==> config.mk <==
export PLATFORM = sky130hd
export DESIGN_NAME = analyser_frame_controller_flat
export DESIGN_NICKNAME = d
export VERILOG_FILES = /design/src/rtl/analyser_frame_controller_if.sv /design/src/rtl/analyser_frame_controller.sv /design/src/flat_wrapper.sv
export SDC_FILE = /design/constraint.sdc
export NUM_CORES = 1
export LEC_CHECK = 0
export CAP_MARGIN = 5
export CORE_ASPECT_RATIO = 1.5
export CORE_MARGIN = 2
export CORE_UTILIZATION = 45
export CTS_CLUSTER_DIAMETER = 200
export CTS_CLUSTER_SIZE = 20
export DETAILED_ROUTE_END_ITERATION = 7
export PLACE_DENSITY = 0.75
export SLEW_MARGIN = 15
export SYNTH_ARGS = -nofsm -noshare
export SYNTH_HDL_FRONTEND = slang
export SYNTH_SLANG_ARGS = --single-unit
export TNS_END_PERCENT = 50
==> constraint.sdc <==
create_clock -name clk -period 9.9 [get_ports clk]
set_input_delay 1.485 -clock clk [delete_from_list [all_inputs] [get_ports clk]]
set_output_delay 1.485 -clock clk [all_outputs]
set_load 0.01 [all_outputs]
==> src/rtl/analyser_frame_controller_if.sv <==
// analyser_frame_controller_if: sample intake and frame-result handshake bundle
//   master: drives sample/sample_valid/result_ready (codec reader + consumer side)
//   slave : drives result_valid/pitch/volumn/peak (frame controller side)
interface analyser_frame_controller_if #(
   parameter int SAMPLE_W = 24
);
   logic [SAMPLE_W-1:0] sample;
   logic                sample_valid;
   logic                result_valid;
   logic                result_ready;
   logic [1:0]          pitch;
   logic                volumn;
   logic [SAMPLE_W-1:0] peak;
   modport master (output sample, sample_valid, result_ready, input result_valid, pitch, volumn, peak);
   modport slave  (input sample, sample_valid, result_ready, output result_valid, pitch, volumn, peak);
endinterface

==> src/rtl/analyser_frame_controller.sv <==
// analyser_frame_controller: aligns sample strobes into fixed-length frames, classifies
// pitch (zero-crossing count) and volume (peak magnitude), publishes one result per frame.
// Ports:
//   clk, reset     - clock, synchronous active-high reset
//   enable_i       - run request; low returns to IDLE and discards the partial frame
//   bus (slave)    - sample/sample_valid in; result_valid/result_ready handshake with
//                    pitch (00 low, 01 mid, 11 high), volumn (loud flag), peak (frame peak)
//   overrun_o      - sticky: an unaccepted result was overwritten (cleared by reset only)
//   state_dbg_o    - FSM state (IDLE=00, SYNC=01, RUN=10)
// Optional: define PITCH_HYST_EN to publish a new pitch only after two consecutive
// frames agree on it.
module analyser_frame_controller #(
   parameter int                  SAMPLE_W   = 24,
   parameter int                  FRAME_LEN  = 800,
   parameter int                  LOW_XING   = 6,
   parameter int                  HIGH_XING  = 12,
   parameter logic [SAMPLE_W-1:0] VOL_THRESH = 24'h3FFFFF
) (
   input  logic                         clk,
   input  logic                         reset,
   input  logic                         enable_i,
   analyser_frame_controller_if.slave   bus,
   output logic                         overrun_o,
   output logic [1:0]                   state_dbg_o
);
   localparam int CNT_W = $clog2(FRAME_LEN + 1);
   localparam logic [SAMPLE_W-1:0] MOST_NEG = {1'b1, {(SAMPLE_W-1){1'b0}}};
   localparam logic [SAMPLE_W-1:0] MAX_POS  = {1'b0, {(SAMPLE_W-1){1'b1}}};
   typedef enum logic [1:0] {IDLE = 2'b00, SYNC = 2'b01, RUN = 2'b10} state_t;
   state_t              state_q, state_d;
   logic [CNT_W-1:0]    cnt_q, cnt_d, xing_q, xing_d, cnt_inc, xing_inc;
   logic [SAMPLE_W-1:0] peak_acc_q, peak_acc_d, mag, peak_max;
   logic                prev_sign_q, prev_sign_d;
   logic                valid_q, valid_d, vol_q, vol_d, overrun_q, overrun_d;
   logic [1:0]          pitch_q, pitch_d, raw_pitch, pub_pitch;
   logic [SAMPLE_W-1:0] peak_q, peak_d;
   logic                sgn, rise, close;
   assign sgn      = bus.sample[SAMPLE_W-1];
   // the most-negative code has no positive twin, so it clamps instead of wrapping
   assign mag      = !sgn ? bus.sample : (bus.sample == MOST_NEG) ? MAX_POS : -bus.sample;
   assign rise     = prev_sign_q & ~sgn;
   assign cnt_inc  = cnt_q + CNT_W'(1);
   assign xing_inc = (rise && !(&xing_q)) ? xing_q + CNT_W'(1) : xing_q;
   assign peak_max = (mag > peak_acc_q) ? mag : peak_acc_q;
   assign close    = state_q == RUN && enable_i && bus.sample_valid && cnt_inc == CNT_W'(FRAME_LEN);
   assign raw_pitch = (xing_inc >= CNT_W'(HIGH_XING)) ? 2'b11 :
                      (xing_inc >= CNT_W'(LOW_XING))  ? 2'b01 : 2'b00;
`ifdef PITCH_HYST_EN
   logic       first_q, first_d;
   logic [1:0] prev_raw_q, prev_raw_d;
   assign pub_pitch  = (first_q || raw_pitch == prev_raw_q) ? raw_pitch : pitch_q;
   assign first_d    = (state_q == IDLE) ? 1'b1 : close ? 1'b0 : first_q;
   assign prev_raw_d = close ? raw_pitch : prev_raw_q;
   always_ff @(posedge clk) begin
      if (reset) begin
         first_q    <= 1'b1;
         prev_raw_q <= 2'b00;
      end else begin
         first_q    <= first_d;
         prev_raw_q <= prev_raw_d;
      end
   end
`else
   assign pub_pitch = raw_pitch;
`endif
   always_ff @(posedge clk) state_q <= reset ? IDLE : state_d;
   always_comb
      state_d = !enable_i ? IDLE :
                (state_q == IDLE) ? SYNC :
                (state_q == SYNC && bus.sample_valid && rise) ? RUN : state_q;
   always_comb begin
      cnt_d       = cnt_q;
      xing_d      = xing_q;
      peak_acc_d  = peak_acc_q;
      prev_sign_d = prev_sign_q;
      if (state_q == IDLE || !enable_i) begin
         cnt_d       = '0;
         xing_d      = '0;
         peak_acc_d  = '0;
         prev_sign_d = 1'b0;
      end else if (bus.sample_valid) begin
         prev_sign_d = sgn;
         // the sync sample opens the frame; its own crossing is not counted
         if (state_q == SYNC && rise) begin
            cnt_d      = CNT_W'(1);
            xing_d     = '0;
            peak_acc_d = mag;
         end else if (state_q == RUN) begin
            cnt_d      = close ? '0 : cnt_inc;
            xing_d     = close ? '0 : xing_inc;
            peak_acc_d = close ? '0 : peak_max;
         end
      end
      // a closing frame keeps valid high even when the old result is accepted this cycle
      valid_d   = close | (valid_q & ~bus.result_ready);
      overrun_d = overrun_q | (close & valid_q & ~bus.result_ready);
      pitch_d   = close ? pub_pitch : pitch_q;
      vol_d     = close ? (peak_max >= VOL_THRESH) : vol_q;
      peak_d    = close ? peak_max : peak_q;
      state_dbg_o      = state_q;
      bus.result_valid = valid_q;
      bus.pitch        = pitch_q;
      bus.volumn       = vol_q;
      bus.peak         = peak_q;
      overrun_o        = overrun_q;
   end
   always_ff @(posedge clk) begin
      if (reset) begin
         cnt_q       <= '0;
         xing_q      <= '0;
         peak_acc_q  <= '0;
         prev_sign_q <= 1'b0;
         valid_q     <= 1'b0;
         overrun_q   <= 1'b0;
         pitch_q     <= 2'b00;
         vol_q       <= 1'b0;
         peak_q      <= '0;
      end else begin
         cnt_q       <= cnt_d;
         xing_q      <= xing_d;
         peak_acc_q  <= peak_acc_d;
         prev_sign_q <= prev_sign_d;
         valid_q     <= valid_d;
         overrun_q   <= overrun_d;
         pitch_q     <= pitch_d;
         vol_q       <= vol_d;
         peak_q      <= peak_d;
      end
   end
endmodule

==> src/flat_wrapper.sv <==
// flat-port wrapper written by rule: the top's interface ports become plain ports
module analyser_frame_controller_flat 
#(
   parameter int                  SAMPLE_W   = 24,
   parameter int                  FRAME_LEN  = 800,
   parameter int                  LOW_XING   = 6,
   parameter int                  HIGH_XING  = 12,
   parameter logic [SAMPLE_W-1:0] VOL_THRESH = 24'h3FFFFF
)
  (clk, reset, enable_i, overrun_o, state_dbg_o, bus_sample, bus_sample_valid, bus_result_ready, bus_result_valid, bus_pitch, bus_volumn, bus_peak);
  analyser_frame_controller_if #(.SAMPLE_W(SAMPLE_W)) bus_i ();
  input  logic clk;
  input  logic reset;
  input  logic enable_i;
  output logic overrun_o;
  output logic [1:0] state_dbg_o;
  input wire logic [$bits(bus_i.sample)-1:0] bus_sample;
  input wire logic [$bits(bus_i.sample_valid)-1:0] bus_sample_valid;
  input wire logic [$bits(bus_i.result_ready)-1:0] bus_result_ready;
  output wire logic [$bits(bus_i.result_valid)-1:0] bus_result_valid;
  output wire logic [$bits(bus_i.pitch)-1:0] bus_pitch;
  output wire logic [$bits(bus_i.volumn)-1:0] bus_volumn;
  output wire logic [$bits(bus_i.peak)-1:0] bus_peak;
  assign bus_i.sample = bus_sample;
  assign bus_i.sample_valid = bus_sample_valid;
  assign bus_i.result_ready = bus_result_ready;
  assign bus_result_valid = bus_i.result_valid;
  assign bus_pitch = bus_i.pitch;
  assign bus_volumn = bus_i.volumn;
  assign bus_peak = bus_i.peak;
  analyser_frame_controller #(.SAMPLE_W(SAMPLE_W), .FRAME_LEN(FRAME_LEN), .LOW_XING(LOW_XING), .HIGH_XING(HIGH_XING), .VOL_THRESH(VOL_THRESH)) u_core (.clk(clk), .reset(reset), .enable_i(enable_i), .bus(bus_i), .overrun_o(overrun_o), .state_dbg_o(state_dbg_o));
endmodule
# [Word level (Yosys, flattened, before mapping)]
# Cells that the tools add are included.
[op_classes] n_addsub=3 n_lt_le_gt_ge=4 n_eq_ne=4 muxes=17 n_bitwise=9 reduce_logical=18
[op_table] op="24-bit two-way mux" count=6
[op_table] op="10-bit two-way mux" count=7
[op_table] op="24-bit == test, second input constant" count=1
[op_table] op="24-bit by 22-bit greater-or-equal comparator with 1-bit output, second input constant" count=1
[op_table] op="24-bit greater-than comparator" count=1
[op_table] op="24-bit negator" count=1
[op_table] op="10-bit by 1-bit adder with 10-bit output, second input constant" count=2
[op_table] op="10-bit == test, second input constant" count=1
[op_table] op="10-bit by 3-bit greater-or-equal comparator with 1-bit output, second input constant" count=1
[op_table] op="10-bit by 4-bit greater-or-equal comparator with 1-bit output, second input constant" count=1
[op_table] op="10-bit AND reduction" count=1
[op_table] op="1-bit logical AND" count=7
[op_table] op="1-bit bitwise AND" count=4
[op_table] op="2-bit nonzero test" count=2
[op_table] op="2-bit OR reduction" count=2
[op_table] op="1-bit two-way mux" count=3
[op_table] op="1-bit inverter" count=3
[op_table] op="3-bit OR reduction" count=1
[op_table] op="2-bit by 1-bit == test with 1-bit output, second input constant" count=1
[op_table] op="2-bit == test, second input constant" count=1
[op_table] op="1-bit logical NOT" count=2
[op_table] op="2-bit logical NOT" count=1
[op_table] op="2-bit two-way mux" count=1
[op_table] op="1-bit bitwise OR" count=2
[op_table] op="other kinds (2)" count=2
[word_totals] regBits=76 inputBits=29 out_inout_bits=31 wordCells=66

# [Depth between registers and ports, before layout]
[logic_depth] word_depth=8 mapped_depth=19 ltp_nobuf=17

# [Worst setup path after synthesis]
# OpenSTA, ideal clock, no wires.
[synth_path] path_type="input to register" start="input port bus_sample[0]" end="register u_core.peak_acc_q[0]" setup_time_ns=0.060 arrival_time_ns=5.281 required_time_ns=9.840 slack_ns=4.559 cell_stages=17 n_path_buf=1 cell_sequence="inv_1 ha_1 or4b_1 nor4_4 nand2_1 o21a_1 o21ai_0 inv_1 ha_1 nand4_1 nor4_1 a2111o_1 nand2_1 o21ba_2 nor3_1 clkbuf_1 a22o_1"
[synth_between] elab_chain_len=8 elab_cells_between_ends=9 cone_classes="add/sub (1); order compare (1); eq/ne (1); mux (6)"
[synth_lines] element="from (decl)" line_no="flat_wrapper.sv:17" source="input wire logic [$bits(bus_i.sample)-1:0] bus_sample;"
[synth_lines] element="24-bit negator / 24-bit == test (equally long branches)" line_no="analyser_frame_controller.sv:40" source="assign mag = !sgn ? bus.sample : (bus.sample == MOST_NEG) ? MAX_POS : -bus.sample;"
[synth_lines] element="24-bit two-way mux" line_no="analyser_frame_controller.sv:40"
[synth_lines] element="24-bit two-way mux *" line_no="analyser_frame_controller.sv:40"
[synth_lines] element="24-bit greater-than comparator" line_no="analyser_frame_controller.sv:44" source="assign peak_max = (mag > peak_acc_q) ? mag : peak_acc_q;"
[synth_lines] element="24-bit two-way mux" line_no="analyser_frame_controller.sv:44"
[synth_lines] element="24-bit two-way mux" line_no="analyser_frame_controller.sv:91" source="peak_acc_d = close ? '0 : peak_max;"
[synth_lines] element="24-bit two-way mux" line_no="analyser_frame_controller.sv:88" source="end else if (state_q == RUN) begin"
[synth_lines] element="24-bit two-way mux *" line_no="analyser_frame_controller.sv:84" source="if (state_q == SYNC && rise) begin"
[synth_lines] element="to (signal assigned)" line_no="analyser_frame_controller.sv:121" source="peak_acc_q <= peak_acc_d;"
[synth_lines] element="to (decl)" line_no="analyser_frame_controller.sv:32" source="logic [SAMPLE_W-1:0] peak_acc_q, peak_acc_d, mag, peak_max;"
# Every way passes the cells marked *; elsewhere a longest branch is shown, timed or not. The select of a mux whose other input is x is not followed.
# A chain may end at the register's enable or synchronous reset.

# [Worst setup path after layout]
[layout_path] start="input port bus_sample[2]" end="register u_core.vol_q (netlist: u_core.bus.volumn)"
[layout_between] elab_chain_len=6 elab_cells_between_ends=7 cone_classes="add/sub (1); order compare (2); eq/ne (1); mux (3)"
[layout_lines] element="24-bit negator / 24-bit == test (equally long branches)" line_no="analyser_frame_controller.sv:40"
[layout_lines] element="24-bit two-way mux" line_no="analyser_frame_controller.sv:40"
[layout_lines] element="24-bit two-way mux *" line_no="analyser_frame_controller.sv:40"
[layout_lines] element="24-bit greater-than comparator" line_no="analyser_frame_controller.sv:44"
[layout_lines] element="24-bit two-way mux *" line_no="analyser_frame_controller.sv:44"
[layout_lines] element="24-bit by 22-bit greater-or-equal comparator with 1-bit output *" line_no="analyser_frame_controller.sv:98" source="vol_d = close ? (peak_max >= VOL_THRESH) : vol_q;"
[layout_lines] element="to (signal assigned)" line_no="analyser_frame_controller.sv:126" source="vol_q <= vol_d;"
[layout_lines] element="to (decl)" line_no="analyser_frame_controller.sv:34" source="logic valid_q, valid_d, vol_q, vol_d, overrun_q, overrun_d;"
# Every way passes the cells marked *; elsewhere a longest branch is shown, timed or not.

==> key figures <==
Synthesis
  • Area contributors post-synth: dfxtp_1 (30%), ha_1 (6.8%), nand2_1 (6.0%)
  • Syn Area/Cell: 7.89 um^2
  • Simple-Gate Fraction of Synth Area: 0.248
  • Flops & latches, synth: 76
  • Multiplexer area fraction after synthesis: 0.00995
  • Synthesized net count: 710
  • Sequential area share after synthesis: 0.295
  • Netlist cell types: 82
  • Yosys top cell area share: 0.295
  • Top cell type by total area after synthesis: dfxtp_1
  • Post-synthesis adder-cell area fraction: 0.0680
  • Most used DFF post-synth: dfxtp_1
  • EDFF count, synth: 0
  • Ys async rst share: 0
  • Ys Warns: 0
  • Synth Area in XOR/XNOR: 0.0306
  • Largest family of logic cells by synthesized area: compound AO/OA/AOI/OAI gates
  • Mapped Area: 5150 um^2
  • Synth Area in Compound Gates: 0.287
  • Syn Inst Count: 653

Critical path
  • Worst Reg2Reg Path Length in Cells: 11
  • Critical path class: primary input to flip-flop
  • CP peak stage delay: 560 ps
  • Reg2reg start: u_core.peak_acc_q[6]
  • Nature of the critical path startpoint: primary input
  • Critical path endpoint category: flip-flop
  • Delay-heaviest family, CP: simple AND/OR/NAND/NOR gates
  • CP Max Fanout: 47
  • Most used cell, CP: o21ai_0
  • WP buf/inv: 2
  • CP arrival: 6920 ps
  • Critical path's slowest cell: clkdlybuf4s50_1
  • Worst path required time: 10,120 ps
  • Setup slack, reg-to-reg: 6520 ps
  • CP cell instances: clkdlybuf4s50_1 -> nor3_1 -> nand3_1 -> or3_1 -> and3_1 -> o21ai_0 -> ha_1 -> a21oi_1 -> o21ai_0 -> a221o_1 -> a2111o_1 -> nand2_1 -> buf_4 -> mux2_2 -> a2111oi_0 -> o21ai_0
  • Reg2reg end: u_core.bus.volumn

Placement
  • Hpwl dp: 10.7 mm
  • Pre-CTS setup slack: 2920 ps
  • Placer Congestion: 0.989
  • Dpl cells: 826
  • I/O Buffers: 59

Routing
  • Antenna Violating Nets Remaining: 0
  • DR vias/cell: 6.09
  • DR iter-0 viols: 428
  • Total wire length: 14.5 mm
  • WL per Instance: 17.2 um
  • Routed vias: 5,129
  • DRC errors left: 0
  • DR pass1 iterations: 5

Clock network
  • Post-CTS resize count: 0
  • Clock Tree Root: clkbuf_16
  • CTS tree: built
  • Clock latency on the worst-skew pair: 340 ps
  • Clk pin slew, worst setup/hold paths: 60 ps
  • CTS H-tree depth: 3
  • # clock sinks: 76
  • CTS buffer count: 9
  • CTS max path bufs: 2
  • CTS Hold Bufs: 0
  • Post-CTS Setup Repair Bufs: 0

Floorplan
  • Initial Utilization: 0.464
  • Die Wd: 91.4 um
  • Die height: 135 um
  • Num ports: 60
  • Die ar.: 12,300 um^2
  • Core Footprint: 11,100 um^2
  • Rows: 47

Cells and area
  • Multi-input gate area: 3320 um^2
  • Diode count: 0
  • Fillers: 1,036
  • Final std cells w/o fill: 842
  • Nets: 747
  • Layout cells sized above 1: 0.0604
  • Layout area overhead: 18.9%
  • Storage cell area: 1520 um^2

Hold path
  • HP Start: u_core.bus.peak[17]
  • Hold endpoint: u_core.bus.peak[17]
  • Worst hold path class: flip-flop to flip-flop
  • Hold Crit Depth: 2

Timing
  • Skew final: 9.67 ps
  • Final hold vios: 0
  • Relative slew slack: 0.328
  • TNS Setup: 0 ps
  • Max-slew violations: 0
  • Final setup vio count: 0
  • RSZ-0062 raised after global routing: no
  • Post-route setup slack: 3200 ps
  • Fin crit share: 0.677
  • Final Critical Period: 6700 ps
  • Least-Margin Pin Slew: 1010 ps
  • Peak Freq: 149 MHz
  • Final hold slack: 449 ps

GRT
  • Total track usage: 0.237
  • Gr busiest metal: met2
  • Vias in the first global route: 4,895
  • M1 GR Usage: 0.251
  • Initial antenna violation count: 0
  • Grt met2 use: 0.442
  • Largest net degree at the start of global routing: 48
  • Global route overflow: 0
  • First-pass GRT wire length: 23.6 mm
  • Met3 GRT Util: 0.0374

Power and ir drop
  • Worst vdd ir: 0.000115 V
  • Pwr/cell area: 125 nW/um^2
  • Total chip power: 766 uW
  • Lkg Pwr: 0.00207 uW

Run status
  • Status: finished, final reports clean

Job
  • Max-Cap Viols: 0
-- cell usage in the layout (no fill, tap or decap), types with 6 or more instances in the layout --
cell type / Yosys / layout
a21oi_1: 50 / 50
a22o_1: 23 / 23
a311oi_1: 10 / 10
a31oi_1: 6 / 6
and3_1: 7 / 7
buf_4: 1 / 7
clkbuf_16: 0 / 9
clkdlybuf4s50_1: 0 / 59
dfxtp_1: 76 / 76
ha_1: 28 / 28
inv_1: 33 / 33
nand2_1: 83 / 83
nand2b_1: 7 / 7
nand3_1: 17 / 17
nand4_1: 14 / 14
nor2_1: 45 / 45
nor3_1: 19 / 18
nor4_1: 10 / 10
o211ai_1: 20 / 20
o21ai_0: 26 / 26
or3_1: 7 / 7
xor2_1: 14 / 14
-- through the flow --
stage	instance area (um^2)	util
after floorplan	5150	-
after detailed placement	5800	0.522
after global placement	5800	0.522
after CTS	6130	0.551
after global routing	6130	0.551
final	6130	0.551
-- power by group --
group / internal, uW / switching, uW / leakage, uW / total (uW)
combinational: 38.2 / 61.2 / 0.00130 / 99.4
sequential: 306 / 0.274 / 0.000612 / 306
clock: 235 / 125 / 0.000160 / 360
-- worst max-delay path by stage --
stage	startpoint	to	slack (ps)	cells after the start
after floorplan	bus_sample[0]	u_core.peak_acc_q[0]	4560	17
after global placement	bus_sample[2]	u_core.bus.volumn	3000	16
after detailed placement	bus_sample[23]	u_core.bus.volumn	2920	16
after CTS	bus_sample[23]	u_core.bus.volumn	3260	16
after global routing	bus_sample[2]	u_core.bus.volumn	2760	16
final	bus_sample[2]	u_core.bus.volumn	3200	16
-- layout make-up --
| type | count | share of cell area |
|---|---|---|
| multi-input cells | 503 | 0.542 |
| flip-flops and latches | 76 | 0.248 |
| repair buffers | 66 | 0.105 |
| clock buffers | 13 | 0.0425 |
| well taps | 147 | 0.0300 |
| inverters | 34 | 0.0208 |
| clock inverters | 3 | 0.0112 |
-- flip-flops by register name (all words and copies together), names as in the netlist --
register and flops:
u_core.cnt_q 10, u_core.peak_acc_q 24, u_core.bus.peak 24, u_core.bus.result_valid 1
u_core.overrun_o 1, u_core.prev_sign_q 1, u_core.bus.volumn 1, u_core.bus.pitch 2
u_core.xing_q 10, u_core.state_dbg_o 2
-- worst min-delay path: stages, from the launching register on --
cell and delay [ps]:
dfxtp_1 310, nand2_1 50, a21oi_1 50
-- Yosys cell counts, drive strengths merged (5+ instances only) --
cell type	count
nand2	84
a21oi	51
nand4	14
a2111oi	8
o211ai	20
a31oi	6
a311oi	10
nor4	11
or4	7
xor2	14
nor2	46
nor3	19
a211oi	6
dfxtp	76
nor2b	5
a22o	23
inv	34
nand2b	7
or3	7
ha	28
and3	8
clkbuf	24
nand4b	5
nand3	17
o21ai	28
buf	16
-- kinds of logic (layout without fill, tap and decap cells) --
family                   count (synthesis)  count (layout)
AO/OA/AOI/OAI                          203             203
XOR/XNOR                                18              18
adder cells (fa/ha/maj)                 28              28
buffers and inverters                   74             116
flip-flops                              76              76
multiplexers                             5               5
AND/OR/NAND/NOR                        249             249
-- routing by layer --
metal	up-vias	wire length (um)
li1	2522	-
met1	2394	5680
met2	168	7530
met3	45	583
met4	0	726
met5	-	0
Power figures use the tool's default switching activity.
